**config.mk**
```make
export PLATFORM = sky130hd
export DESIGN_NAME = pattern_matcher_flat
export DESIGN_NICKNAME = d
export VERILOG_FILES = /design/src/rtl/pattern_matcher_if.sv /design/src/rtl/pattern_matcher.sv /design/src/flat_wrapper.sv
export SDC_FILE = /design/constraint.sdc
export NUM_CORES = 1
export LEC_CHECK = 0
export CAP_MARGIN = 30
export CORE_MARGIN = 2
export CORE_UTILIZATION = 41
export CTS_BUF_LIST = sky130_fd_sc_hd__clkbuf_4
export DETAILED_ROUTE_END_ITERATION = 8
export SETUP_SLACK_MARGIN = 0.05
export SLEW_MARGIN = 40
export SYNTH_ARGS = -nofsm -noshare
export SYNTH_HDL_FRONTEND = slang
export SYNTH_SLANG_ARGS = --single-unit
export TNS_END_PERCENT = 20
```
**constraint.sdc**
```tcl
create_clock -name clk_i -period 3.06 [get_ports clk_i]
set_clock_uncertainty 0.15 [all_clocks]
set_input_delay 0.459 -clock clk_i [delete_from_list [all_inputs] [get_ports clk_i]]
set_output_delay 0.459 -clock clk_i [all_outputs]
set_load 0.01 [all_outputs]
```
**src/rtl/pattern_matcher_if.sv**
```systemverilog
// Avalon-ST sink/source bundle for pattern_matcher.
// slave is the matcher side, master is the producer/consumer side.
interface pattern_matcher_if #(
  parameter int SYM_W = 8
);
  logic [SYM_W-1:0] snk_data_i;
  logic             snk_valid_i;
  logic             snk_sop_i;
  logic             snk_eop_i;
  logic             snk_ready_o;
  logic [SYM_W-1:0] src_data_o;
  logic             src_valid_o;
  logic             src_sop_o;
  logic             src_eop_o;
  logic             src_match_o;
  logic             src_ready_i;

  modport slave (
    input  snk_data_i, snk_valid_i,
    input  snk_sop_i, snk_eop_i,
    input  src_ready_i,
    output snk_ready_o,
    output src_data_o, src_valid_o,
    output src_sop_o, src_eop_o,
    output src_match_o
  );

  modport master (
    output snk_data_i, snk_valid_i,
    output snk_sop_i, snk_eop_i,
    output src_ready_i,
    input  snk_ready_o,
    input  src_data_o, src_valid_o,
    input  src_sop_o, src_eop_o,
    input  src_match_o
  );
endinterface

```
**src/rtl/pattern_matcher.sv**
```systemverilog
// Streaming key-pattern detector with one-stage forwarding and eop match tag.
// Define PATTERN_MATCHER_CNT_EN to build the matched-packet counter.
module pattern_matcher #(
  parameter int SYM_W    = 8,
  parameter int PAT_SYMS = 12,
  parameter int CNT_W    = 16
) (
  input  logic                        clk_i,
  input  logic                        arst_n_i,
  input  logic [0:PAT_SYMS*SYM_W-1]   pattern_i,
  input  logic                        enable_i,
  pattern_matcher_if.slave            st,
  output logic [CNT_W-1:0]            match_cnt_o
);

  localparam int PW = PAT_SYMS * SYM_W;
  localparam int HW = (PAT_SYMS - 1) * SYM_W;
  localparam int FW = $clog2(PAT_SYMS);
  localparam logic [FW-1:0] FILL_MAX = FW'(PAT_SYMS - 1);

  typedef enum logic {IDLE, PKT} state_e;

  state_e           state_q, state_d;
  logic [PW-1:0]    pat_q, pat_d;
  logic             en_q, en_d;
  logic             sticky_q, sticky_d;
  logic [HW-1:0]    hist_q, hist_d;
  logic [FW-1:0]    fill_q, fill_d;
  logic [SYM_W-1:0] data_q, data_d;
  logic             valid_q, valid_d;
  logic             sop_q, sop_d;
  logic             eop_q, eop_d;
  logic             match_q, match_d;

  logic acc;
  logic hit;
  logic fwd;
  logic mflag;

  assign st.snk_ready_o = st.src_ready_i | ~valid_q;
  assign acc = st.snk_valid_i & st.snk_ready_o;

  // window = oldest history symbol first, matching pattern symbol 0 first
  assign hit = en_q && (fill_q == FILL_MAX) &&
               ({hist_q, st.snk_data_i} == pat_q);

  assign st.src_data_o  = data_q;
  assign st.src_valid_o = valid_q;
  assign st.src_sop_o   = sop_q;
  assign st.src_eop_o   = eop_q;
  assign st.src_match_o = match_q;

  always_ff @(posedge clk_i or negedge arst_n_i) begin
    if (!arst_n_i) state_q <= IDLE;
    else           state_q <= state_d;
  end

  always_comb begin
    state_d  = state_q;
    pat_d    = pat_q;
    en_d     = en_q;
    sticky_d = sticky_q;
    hist_d   = hist_q;
    fill_d   = fill_q;
    data_d   = data_q;
    valid_d  = valid_q;
    sop_d    = sop_q;
    eop_d    = eop_q;
    match_d  = match_q;
    fwd      = 1'b0;
    mflag    = 1'b0;

    if (st.snk_ready_o) valid_d = 1'b0;

    if (acc) begin
      unique case (1'b1)
        st.snk_sop_i: begin
          pat_d    = pattern_i;
          en_d     = enable_i;
          hist_d   = HW'(st.snk_data_i);
          fill_d   = FW'(1);
          sticky_d = 1'b0;
          state_d  = st.snk_eop_i ? IDLE : PKT;
          fwd      = 1'b1;
        end
        (!st.snk_sop_i && state_q == PKT): begin
          hist_d   = {hist_q[HW-SYM_W-1:0], st.snk_data_i};
          fill_d   = (fill_q == FILL_MAX) ? fill_q : fill_q + 1'b1;
          sticky_d = sticky_q | hit;
          mflag    = sticky_q | hit;
          if (st.snk_eop_i) state_d = IDLE;
          fwd      = 1'b1;
        end
        default: ;
      endcase
    end

    if (fwd) begin
      valid_d = 1'b1;
      data_d  = st.snk_data_i;
      sop_d   = st.snk_sop_i;
      eop_d   = st.snk_eop_i;
      match_d = st.snk_eop_i & mflag;
    end
  end

  always_ff @(posedge clk_i or negedge arst_n_i) begin
    if (!arst_n_i) begin
      pat_q    <= '0;
      en_q     <= 1'b0;
      sticky_q <= 1'b0;
      hist_q   <= '0;
      fill_q   <= '0;
      data_q   <= '0;
      valid_q  <= 1'b0;
      sop_q    <= 1'b0;
      eop_q    <= 1'b0;
      match_q  <= 1'b0;
    end else begin
      pat_q    <= pat_d;
      en_q     <= en_d;
      sticky_q <= sticky_d;
      hist_q   <= hist_d;
      fill_q   <= fill_d;
      data_q   <= data_d;
      valid_q  <= valid_d;
      sop_q    <= sop_d;
      eop_q    <= eop_d;
      match_q  <= match_d;
    end
  end

`ifdef PATTERN_MATCHER_CNT_EN
  logic [CNT_W-1:0] cnt_q;

  always_ff @(posedge clk_i or negedge arst_n_i) begin
    if (!arst_n_i) begin
      cnt_q <= '0;
    end else if (valid_q & st.src_ready_i & eop_q & match_q) begin
      cnt_q <= cnt_q + 1'b1;
    end
  end

  assign match_cnt_o = cnt_q;
`else
  assign match_cnt_o = '0;
`endif

endmodule

```
**src/flat_wrapper.sv**
```systemverilog
// flat-port wrapper written by rule: the top's interface ports become plain ports
module pattern_matcher_flat 
#(
  parameter int SYM_W    = 8,
  parameter int PAT_SYMS = 12,
  parameter int CNT_W    = 16
)
  (clk_i, arst_n_i, pattern_i, enable_i, match_cnt_o, st_snk_data_i, st_snk_valid_i, st_snk_sop_i, st_snk_eop_i, st_src_ready_i, st_snk_ready_o, st_src_data_o, st_src_valid_o, st_src_sop_o, st_src_eop_o, st_src_match_o);
  pattern_matcher_if #(.SYM_W(SYM_W)) st_i ();
  input  logic clk_i;
  input  logic arst_n_i;
  input  logic [0:PAT_SYMS*SYM_W-1] pattern_i;
  input  logic enable_i;
  output logic [CNT_W-1:0] match_cnt_o;
  input wire logic [$bits(st_i.snk_data_i)-1:0] st_snk_data_i;
  input wire logic [$bits(st_i.snk_valid_i)-1:0] st_snk_valid_i;
  input wire logic [$bits(st_i.snk_sop_i)-1:0] st_snk_sop_i;
  input wire logic [$bits(st_i.snk_eop_i)-1:0] st_snk_eop_i;
  input wire logic [$bits(st_i.src_ready_i)-1:0] st_src_ready_i;
  output wire logic [$bits(st_i.snk_ready_o)-1:0] st_snk_ready_o;
  output wire logic [$bits(st_i.src_data_o)-1:0] st_src_data_o;
  output wire logic [$bits(st_i.src_valid_o)-1:0] st_src_valid_o;
  output wire logic [$bits(st_i.src_sop_o)-1:0] st_src_sop_o;
  output wire logic [$bits(st_i.src_eop_o)-1:0] st_src_eop_o;
  output wire logic [$bits(st_i.src_match_o)-1:0] st_src_match_o;
  assign st_i.snk_data_i = st_snk_data_i;
  assign st_i.snk_valid_i = st_snk_valid_i;
  assign st_i.snk_sop_i = st_snk_sop_i;
  assign st_i.snk_eop_i = st_snk_eop_i;
  assign st_i.src_ready_i = st_src_ready_i;
  assign st_snk_ready_o = st_i.snk_ready_o;
  assign st_src_data_o = st_i.src_data_o;
  assign st_src_valid_o = st_i.src_valid_o;
  assign st_src_sop_o = st_i.src_sop_o;
  assign st_src_eop_o = st_i.src_eop_o;
  assign st_src_match_o = st_i.src_match_o;
  pattern_matcher #(.SYM_W(SYM_W), .PAT_SYMS(PAT_SYMS), .CNT_W(CNT_W)) u_core (.clk_i(clk_i), .arst_n_i(arst_n_i), .pattern_i(pattern_i), .enable_i(enable_i), .st(st_i), .match_cnt_o(match_cnt_o));
endmodule
```
==> reports/qor.csv <==
metric,value,unit
status,completed,
rrSetupSlack,630,ps
clockBufferDepth,2,
routabilityCongestion,0.884,
p_leak,4.38,nW
grt_max_degree,86,
area_growth,21.2,%
drv_cap,0,
combinationalPowerShare,20.8,%
synth_edf_count,0,
fin_tns_setup,0,ps
fin_util,50.6,%
clkTransAtPathRegs,170,ps
cts_sinks,195,
hp-class,input port to async pin,
post_cts_resized,0,
slowest_delay,570,ps
finalCriticalPeriod,2430,ps
die_height,148,microns
netSwitchingFraction,31.0,%
row_count,52,
ys.flop_type,dfrtp_1,
die_w,148,microns
yosysWarnings,0,
ioPinCount,140,
crit_fanout,4,
drc,0,
drtIter0Drc,373,
max_freq,0.412,GHz
design_area,10200,sq um
async_flop_share,100,%
place_hpwl,15700,microns
critPathKind,register to register,
coreArea,20200,sq um
clock_power_share,21.9,%
crit_chain,"nor2b_1, a2111o_1, a2111oi_2, nand4_1, or4_1, o21ai_1",
p_int,0.00392,W
pre_cts_ws,304,ps
arrival,2780,ps
via_per_inst,5.17,
gr-total-overflow,0,
p_switching,0.00176,W
drt_pass1_iterations,5,
htreeDepth,4,
syn_area_per_cell,12.9,sq um
maxSlewHeadroom,54.0,%
dieArea,21800,sq um
start_kind,register,
grt_pass1_wl,33200,microns
syn_area,8450,sq um
start_util,41.8,%
antenna_found_initial,1,
regArea,4880,sq um
ys_seq_elements,195,
final_layout_size_suffix_gt1_share,13.6,%
synthCells,654,
worst_pin_slew,684,ps
cts_tree,yes,
final_cell_mix,"dfrtp_1 (195), clkdlybuf4s50_1 (122), a22o_1 (65)",
peakVddDrop,0.246,mV
cpMaxStageDelayCell,or4_1,
root_buffer,clkbuf_4,
finalSetupViolCount,0,
p_per_area,555,nW/um^2
layout_setup_ws,633,ps
required,3410,ps
multi_input_area,3270,sq um
pwr-share-seq,57.3,%
wirelength,21000,microns
ys_types,44,
track_usage,20.2,%
crit_family,compound AO/OA/AOI/OAI gates,
hold_violations,0,
critPathBufInv,0,
nets,885,
rsz0062_at_grt,no,
yosysSeqAreaShare,57.7,%
ant_nets,0,
nFillCells,1801,
wl_per_cell,19.9,microns
slew_violations,0,
setup.worst_path.end_class,register,
grt_pass1_vias,5796,
finalCritPeriodShare,79.3,%
clock_latency,590,ps
via_count,5469,
layout_commonest_cell,dfrtp_1,
port_buffers,123,
dpl_cell_area,9990,sq um
numCtsBuffers,17,
-- flip-flops by register name (all words and copies together) (netlist names) --
signal	flops
u_core.en_q	1
u_core.fill_q	4
u_core.hist_q	81
u_core.pat_q	96
u_core.st.src_data_o	7
u_core.st.src_eop_o	1
u_core.st.src_match_o	1
u_core.st.src_sop_o	1
u_core.st.src_valid_o	1
u_core.state_q	1
u_core.sticky_q	1
-- metal layers --
layer	routed length [microns]	global-route usage (%)	vias up	share of wire [%]
met1	9550	27.5	2746	45
met5	0	0	-	0
met4	505	6.35	0	2.4
li1	-	-	2535	-
met3	998	4.44	26	4.8
met2	9950	32.4	162	47
-- repair_timing --
action | 4_1_cts | 5_1_grt
endpoints found under the setup margin | 0 | 0
setup buffers | 0 | 0
hold endpoints to repair | 80 | 0
hold buffers | 1 | 0
-- final timing paths --
kind	endpoint	startpoint	depth (start not counted)
setup / recovery	u_core.sticky_q	u_core.hist_q[50]	6
hold / removal	u_core.fill_q[3]	arst_n_i	2
setup reg to reg	u_core.sticky_q	u_core.hist_q[50]	6
hold reg to reg	u_core.hist_q[81]	u_core.hist_q[81]	2
max in group asynchronous	u_core.pat_q[50]	arst_n_i	3
min in group clk_i	u_core.pat_q[56]	pattern_i[39]	2
-- power groups by stage --
stage | Clock (W) | Sequential, W | Combinational [W]
finish | 0.00124 | 0.00326 | 0.00118
global route | 0.00139 | 0.00331 | 0.00130
CTS | 0.00129 | 0.00326 | 0.00120
detailed placement | 0 | 0.00331 | 0.00119
global placement | 0 | 0.00330 | 0.00116
floorplan | 0 | 0.00319 | 0.000761
-- cells by family (layout without fill, tap and decap cells) --
kind of cell | after synthesis | count (layout) | share of synthesized area [%]
other | 1 | 17 | 0.0444
AO/OA/AOI/OAI | 115 | 115 | 10.6
multiplexers | 105 | 105 | 14.0
XOR/XNOR | 75 | 75 | 7.77
AND/OR/NAND/NOR | 86 | 86 | 5.30
buffers and inverters | 76 | 193 | 4.47
flip-flops | 195 | 195 | 57.7
adder cells (fa/ha/maj) | 1 | 1 | 0.148
-- cell type report --
class / instances / share of cell area (%)
antenna: 1 / 0.0244
clock inverter: 14 / 1.04
tap: 270 / 3.30
inverter: 21 / 0.770
sequential: 195 / 47.6
multi-input combinational: 398 / 32.0
clock buffer: 18 / 1.32
timing repair buffer: 140 / 14.0
-- through the flow --
stage	instances	hold slack [ps]	total power (W)
after global routing	1057	253	0.00599
final	1057	305	0.00568
after CTS	1056	273	0.00575
after detailed placement	1023	331	0.00451
after global placement	1021	325	0.00446
after floorplan	669	13.4	0.00395
-- synthesized netlist by cell type, types with 4 or more instances --
master,n,area share [%]
a21oi_1,4,0.24
a22o_1,65,6.7
buf_1,9,0.40
buf_4,24,2.1
clkbuf_1,20,0.89
dfrtp_1,195,58
inv_1,16,0.71
inv_2,4,0.18
mux2_1,54,7.2
mux2_2,51,6.8
nand2_1,37,1.6
nand2b_1,5,0.37
nand4_1,15,1.1
nor2_1,4,0.18
nor2b_1,6,0.44
nor4_1,10,0.74
o21ai_0,18,1.1
o21ai_1,7,0.41
o22ai_1,6,0.44
xnor2_1,51,5.3
xor2_1,24,2.5
-- worst reg2reg max path: stages, from the launching register on --
cell       delay [ps]
dfrtp_1           490
nor2b_1           170
a2111o_1          350
a2111oi_2         360
nand4_1           110
or4_1             570
o21ai_1           150
Note: power is estimated with default switching activity, not from simulation.
